`src/rtl/keypad_scan.sv`:
```
// 4x4 active-low keypad scanner with frame-level debounce.
// Reports one key at a time via PRESSED/KEY_CODE and press/release pulses.
module keypad_scan #(
   parameter int SCAN_DIV       = 1000,
   parameter int DEBOUNCE_SCANS = 4
) (
   input  logic       CLK,
   input  logic       RESET,
   input  logic [3:0] ROW,
   output logic [3:0] COL,
   output logic [3:0] KEY_CODE,
   output logic       PRESSED,
   output logic       KEY_VALID,
   output logic       KEY_RELEASE
);
   localparam int DW = (SCAN_DIV > 1) ? $clog2(SCAN_DIV) : 1;
   localparam int CW = $clog2(DEBOUNCE_SCANS + 1);
   localparam logic [DW-1:0] DIV_MAX = DW'(SCAN_DIV - 1);
   localparam logic [CW-1:0] CNT_MAX = CW'(DEBOUNCE_SCANS);
   localparam logic [CW-1:0] CNT_ONE = CW'(1);

   typedef enum logic [1:0] {
      S_IDLE,
      S_CONFIRM,
      S_HELD
   } state_t;

   logic [3:0]    r_row_s1;
   logic [3:0]    r_row_s2;
   logic [DW-1:0] r_div;
   logic [1:0]    r_col_idx;
   logic          r_frame_hit;
   logic [3:0]    r_frame_code;
   state_t        r_state;
   logic [CW-1:0] r_cnt;
   logic [3:0]    r_cand;
   logic [3:0]    r_key_code;
   logic          r_pressed;
   logic          r_valid;
   logic          r_release;

   logic          w_sample;
   logic          w_frame_end;
   logic          w_row_any;
   logic [1:0]    w_row_idx;
   logic          w_hit;
   logic [3:0]    w_code;
   logic [CW-1:0] w_cnt_inc;
   state_t        w_state_nx;
   logic [CW-1:0] w_cnt_nx;
   logic [3:0]    w_cand_nx;
   logic [3:0]    w_key_code_nx;
   logic          w_pressed_nx;
   logic          w_valid_nx;
   logic          w_release_nx;

   assign w_sample    = (r_div == DIV_MAX);
   assign w_frame_end = w_sample && (r_col_idx == 2'd3);
   assign w_row_any   = ~&r_row_s2;
   assign w_cnt_inc   = r_cnt + CNT_ONE;

   always_comb begin
      w_row_idx = 2'd0;
      if (!r_row_s2[0])      w_row_idx = 2'd0;
      else if (!r_row_s2[1]) w_row_idx = 2'd1;
      else if (!r_row_s2[2]) w_row_idx = 2'd2;
      else if (!r_row_s2[3]) w_row_idx = 2'd3;
   end

   // First hit of the frame wins, giving column-then-row priority
   assign w_hit  = r_frame_hit | w_row_any;
   assign w_code = r_frame_hit ? r_frame_code : {w_row_idx, r_col_idx};

   always_ff @(posedge CLK) begin
      if (RESET) begin
         r_row_s1     <= 4'hF;
         r_row_s2     <= 4'hF;
         r_div        <= '0;
         r_col_idx    <= 2'd0;
         r_frame_hit  <= 1'b0;
         r_frame_code <= 4'h0;
      end else begin
         r_row_s1 <= ROW;
         r_row_s2 <= r_row_s1;
         if (w_sample) begin
            r_div     <= '0;
            r_col_idx <= r_col_idx + 2'd1;
         end else begin
            r_div <= r_div + 1'b1;
         end
         if (w_frame_end) begin
            r_frame_hit  <= 1'b0;
            r_frame_code <= 4'h0;
         end else if (w_sample) begin
            r_frame_hit  <= w_hit;
            r_frame_code <= w_code;
         end
      end
   end

   always_comb begin
      w_state_nx    = r_state;
      w_cnt_nx      = r_cnt;
      w_cand_nx     = r_cand;
      w_key_code_nx = r_key_code;
      w_pressed_nx  = r_pressed;
      w_valid_nx    = 1'b0;
      w_release_nx  = 1'b0;
      if (w_frame_end) begin
         unique case (r_state)
            S_IDLE: begin
               if (w_hit) begin
                  w_cand_nx  = w_code;
                  w_cnt_nx   = CNT_ONE;
                  w_state_nx = S_CONFIRM;
               end
            end
            S_CONFIRM: begin
               if (!w_hit) begin
                  w_cnt_nx   = '0;
                  w_state_nx = S_IDLE;
               end else if (w_code != r_cand) begin
                  w_cand_nx = w_code;
                  w_cnt_nx  = CNT_ONE;
               end else if (w_cnt_inc == CNT_MAX) begin
                  w_key_code_nx = r_cand;
                  w_pressed_nx  = 1'b1;
                  w_valid_nx    = 1'b1;
                  w_cnt_nx      = '0;
                  w_state_nx    = S_HELD;
               end else begin
                  w_cnt_nx = w_cnt_inc;
               end
            end
            S_HELD: begin
               // A different key is release evidence, never a direct swap
               if (w_hit && (w_code == r_key_code)) begin
                  w_cnt_nx = '0;
               end else if (w_cnt_inc == CNT_MAX) begin
                  w_pressed_nx = 1'b0;
                  w_release_nx = 1'b1;
                  w_cnt_nx     = '0;
                  w_state_nx   = S_IDLE;
               end else begin
                  w_cnt_nx = w_cnt_inc;
               end
            end
            default: begin
               w_cnt_nx   = '0;
               w_state_nx = S_IDLE;
            end
         endcase
      end
   end

   always_ff @(posedge CLK) begin
      if (RESET) begin
         r_state    <= S_IDLE;
         r_cnt      <= '0;
         r_cand     <= 4'h0;
         r_key_code <= 4'h0;
         r_pressed  <= 1'b0;
         r_valid    <= 1'b0;
         r_release  <= 1'b0;
      end else begin
         r_state    <= w_state_nx;
         r_cnt      <= w_cnt_nx;
         r_cand     <= w_cand_nx;
         r_key_code <= w_key_code_nx;
         r_pressed  <= w_pressed_nx;
         r_valid    <= w_valid_nx;
         r_release  <= w_release_nx;
      end
   end

   assign COL         = ~(4'b0001 << r_col_idx);
   assign KEY_CODE    = r_key_code;
   assign PRESSED     = r_pressed;
   assign KEY_VALID   = r_valid;
   assign KEY_RELEASE = r_release;

endmodule
```
`config.mk`:
```
export PLATFORM = sky130hd
export DESIGN_NAME = keypad_scan
export DESIGN_NICKNAME = d
export VERILOG_FILES = /design/src/rtl/keypad_scan.sv
export SDC_FILE = /design/constraint.sdc
export NUM_CORES = 1
export LEC_CHECK = 0
export BUFFER_PORTS_ARGS = -buffer_cell sky130_fd_sc_hd__buf_4
export CORE_MARGIN = 1.5
export CORE_UTILIZATION = 55
export CTS_BUF_LIST = sky130_fd_sc_hd__clkbuf_2 sky130_fd_sc_hd__clkbuf_4 sky130_fd_sc_hd__clkbuf_8
export DETAILED_ROUTE_END_ITERATION = 10
export MAX_ROUTING_LAYER = met4
export PLACE_DENSITY = 0.82
export SLEW_MARGIN = 20
export SYNTH_ARGS = -nofsm -noshare
export SYNTH_HDL_FRONTEND = slang
export SYNTH_SLANG_ARGS = --single-unit
```
`constraint.sdc`:
```
create_clock -name CLK -period 2.77 [get_ports CLK]
set_input_delay 0.6925 -clock CLK [delete_from_list [all_inputs] [get_ports CLK]]
set_output_delay 0.6925 -clock CLK [all_outputs]
set_load 0.02 [all_outputs]
```
==> summary by stage <==
Yosys
The synthesized design devotes to its leading area cell type just over 40% of total area. The synthesized-area fraction occupied by xor and xnor cells is 7.40%. The async set-or-reset flop fraction in the synthesized netlist is 0%. The fraction of the mapped netlist area in adder cells is 4.35%. After synthesis, the largest family of logic cells by area is simple AND/OR/NAND/NOR gates. Summed over all instances, the cell type with the most area after synthesis is sky130_fd_sc_hd__dfxtp_1. The number of warning messages in the yosys log is 0.

The synthesized netlist occupies a cell area of about 2000 µm². The synthesized-area fraction occupied by ao, oa, aoi and oai cells is 11.9%. The synthesized netlist contains 46 unique library cells.

The average cell area after synthesis is 8.67 µm². The most used flip-flop cell after synthesis is sky130_fd_sc_hd__dfxtp_1. In this run, synthesis produced a sequential element count of just over 40. In the synthesized netlist, mux cells make up between 2 and 2.5% of the area. Ranked by total cell area, the synthesized netlist is headed by sky130_fd_sc_hd__dfxtp_1 41%, sky130_fd_sc_hd__xnor2_1 5.2%, sky130_fd_sc_hd__a21oi_1 4.7%, sky130_fd_sc_hd__nand2_1 4.7%, sky130_fd_sc_hd__ha_1 4.4%. Sequential cells were found to cover 40.8% of the synthesized design area. The synthesized design contains 0 enable-type register cells. The post-synthesis simple-gate area fraction is just under 30%. Synthesis handed over a netlist of 232 instances.

The number of nets in the synthesized netlist is 245.

Route
For this run, design rule violations remaining after detail routing come to 0. The routed design has 3.79 mm of wire. Once detail routing completed, the nets flagged for antenna violations numbered 0. The violation count after the first detailed-route iteration is 94. The average wire per cell in the routed design is about 13 µm. Dividing the detail-routed via count by the number of cells gives 5.57. The routed layout has 1631 vias.

The number of search-and-repair iterations in the first detailed-routing pass is 4.

Clock network
The CTS tree is built. Counting along the longest clock path gives a buffer depth of 2. In this run, post-CTS repair resized a total of 0 instances. The number of setup buffers added after CTS is 0.

After clock tree synthesis, the clock-pin slew on the worst setup and hold paths is 0.12 ns. Clock latency on the worst-skew pair, taken at its later pin, is 0.37 ns. For this design, the CTS-stage hold fixing added 0 buffers.

The tree built by TritonCTS fans out to 41 sinks. The count of H-tree levels built during CTS is 2. The cell sitting at the root of the clock tree is a sky130_fd_sc_hd__clkbuf_4.

Clock tree synthesis inserted a total of 5 buffers.

STA
Counting I/O delays and the setup requirement, the final critical path takes 2.24 ns. The number of pins with negative max-slew slack in the final report is 0. The final-report hold violation count is 0. On the final layout, the worst clock skew is 0.00623 ns. Setup violations remaining at the end of the flow were counted as 0. The maximum achievable frequency is 0.447 GHz. The final-layout setup total negative slack is 0 ns.

The portion of the clock cycle consumed by the worst path in the final layout is 80.7%. Setup repair after global routing left no endpoint under its margin. For the pin with the worst max-slew slack, the measured transition is 0.652 ns. Headroom to the max-slew limit came out at 56.2%.

Layout
The repair_antennas step left the layout with diodes totalling 0. The number of nets in the finished design is 259. The fraction of layout instances using a drive strength above 1 is 19.4%. From synthesis to final layout, the design area changed by 10.6%.

For this run, the share of the core covered by cells in the final layout is about 65%.

Setup path
The endpoint of the worst-slack reg-to-reg timing path is KEY_CODE[2]. The startpoint of the lowest-slack register-to-register path is r_col_idx[0]. The worst endpoint data arrival time is 2.49 ns. The slowest stage of the critical path is the sky130_fd_sc_hd__or4_4 cell. For the worst flop-to-flop path, the logic depth is 7. The worst setup path is captured at a register. The total buffers and inverters traversed by the critical path is 1.

The startpoint type of the worst setup path is a register. The category of the most critical setup path is register to register. Along the worst path, the maximum fanout reaches 6. The slack of the worst reg-to-reg path is 0.53 ns. For the worst setup path, the data required time is 3.02 ns.

Traced cell by cell, the critical path runs through ha_1 -> inv_1 -> or4_4 -> nor2_1 -> nand4_1 -> nand2_1 -> a21oi_1. In this design, the stage delay of the slowest critical-path cell is 0.59 ns. Grouping stages by cell kind, the critical path spends the most delay in simple AND/OR/NAND/NOR gates.

Hold path
The worst min-delay path startpoint is r_row_s1[1]. The classification of the worst-slack hold path is register to register. Along the worst hold path, the cell count comes to 1. The worst-case hold path end point is r_row_s2[1].

Power and ir drop
Total power for the finished layout comes to roughly 0.0011 W. For this design the static power due to leakage is 0.782 nW. The power density normalized to cell area is 482 nW/µm². The worst vdd rail ir drop is ~320 µV.

Floorplanning
The die is 63.5 µm tall. The area enclosed by the die boundary is 4030 µm². The area of the placeable core is about 3400 µm². 17 I/O pins were placed. Row generation in the floorplan step produced 21 rows.

The floorplan step set the die width to 63.5 µm. Once the floorplan was initialized, standard cells occupied 58.9% of the core.

Job
Max-cap violations in this run came to 0.

Placed design
The count of buffers from port buffering is 16. The final estimated routing congestion in global placement is slightly above 0.9. The HPWL reported at the end of detailed placement is 2.66 mm.

Global routing
The global-route usage over all layers is 21.3%. Entering global routing, the biggest net connects 37 pins. The first global-routing pass estimated 6.62 mm of wire.

The number of global-route vias before repair was between 1000 and 1500. The overflow left after global routing is 0. The number of antenna violations at the first check in global routing came to 0.

Run status
The run finished with clean final reports.
==> area by class of cell <==
type	instances	area (µm²)
timing repair buffer	16	120
clock buffer	6	45.0
clock inverter	2	38.8
fill	285	1190
tap	46	57.6
multi-input combinational	172	1100
inverter	10	37.5
sequential	41	821
==> flip-flops by register name, summed over array words and instances, names as in the netlist <==
signal and flops:
KEY_CODE 4, KEY_RELEASE 1, KEY_VALID 1, PRESSED 1, r_cand 4, r_cnt 3
r_col_idx 2, r_div 10, r_frame_code 4, r_frame_hit 1, r_row_s1 4, r_row_s2 4
r_state 2
==> report_power, final <==
group / switching (W) / leakage (nW) / internal (W) / total [W]
registers: 0.00000846 / 0.333 / 0.000600 / 0.000608
clock network: 0.000201 / 0.0459 / 0.000202 / 0.000403
logic: 0.0000356 / 0.403 / 0.0000243 / 0.0000599
total: 0.000246 / 0.782 / 0.000826 / 0.00107
==> worst register-to-register path, stage by stage, from the launching register on <==
cell	delay, ns
sky130_fd_sc_hd__dfxtp_1	0.46
sky130_fd_sc_hd__ha_1	0.36
sky130_fd_sc_hd__inv_1	0.16
sky130_fd_sc_hd__or4_4	0.59
sky130_fd_sc_hd__nor2_1	0.10
sky130_fd_sc_hd__nand4_1	0.24
sky130_fd_sc_hd__nand2_1	0.14
sky130_fd_sc_hd__a21oi_1	0.07
==> placed cells by master (no fill, tap or decap), drive strengths merged, types with 2 or more instances in the layout <==
cell / Yosys / routed
a21oi: 19 / 19
or3: 2 / 2
or2: 12 / 12
nand2b: 5 / 5
dfxtp: 41 / 41
buf: 2 / 16
xor2: 5 / 5
o21ai: 5 / 5
clkbuf: 7 / 6
nor4: 2 / 2
inv: 10 / 10
a22oi: 2 / 2
xnor2: 12 / 12
mux2i: 4 / 4
nor2: 23 / 23
nand3: 14 / 14
ha: 7 / 7
or4: 2 / 2
nor3: 13 / 13
nand4: 3 / 3
a31oi: 3 / 3
nand2: 26 / 26
o32ai: 2 / 2
==> cells in the mapped netlist, drive strengths merged (3+ instances only) <==
cell / n
nand4: 3
nand2: 26
nand3: 14
clkbuf: 7
a31oi: 3
xnor2: 12
nand2b: 5
nor3: 13
a21oi: 19
ha: 7
inv: 10
or2: 12
o21ai: 5
xor2: 5
dfxtp: 41
nor2: 23
mux2i: 4
==> worst max-delay path by stage <==
stage          slack (ns)          from           to  cells after the start
6_report             0.53  r_col_idx[0]  KEY_CODE[2]                      7
2_1_floorplan        0.78  r_col_idx[0]  KEY_CODE[3]                      7
5_1_grt              0.35   r_frame_hit     r_cnt[1]                      6
4_1_cts              0.53  r_col_idx[0]       COL[3]                      3
3_5_place_dp         0.58  r_col_idx[0]  KEY_CODE[2]                      7
3_3_place_gp         0.60  r_col_idx[0]  KEY_CODE[1]                      7
==> kinds of logic after synthesis <==
logic type      after synthesis
compound gates               37
simple gates                107
fa+ha+maj                     7
flops                        41
xor+xnor                     17
mux                           4
buf+inv                      19
==> per-layer routing <==
layer | vias to the layer above | GRT usage, % | part of all wire (%)
li1 | 820 | - | -
met4 | 0 | 9.78 | 1.5
met1 | 752 | 26.3 | 45
met3 | 5 | 4.82 | 6.5
met5 | - | - | 0
met2 | 54 | 33.2 | 47
==> per-stage QoR <==
stage | cells | cell area, µm² | setup slack (ns) | hold slack [ns]
floorplan | 232 | 2010 | 0.784 | 0.389
global placement | 285 | 2140 | 0.597 | 0.391
detailed placement | 285 | 2140 | 0.576 | 0.393
CTS | 293 | 2220 | 0.534 | 0.423
global route | 293 | 2220 | 0.354 | 0.440
finish | 293 | 2220 | 0.533 | 0.422
Note: power is estimated with default switching activity, not from simulation.
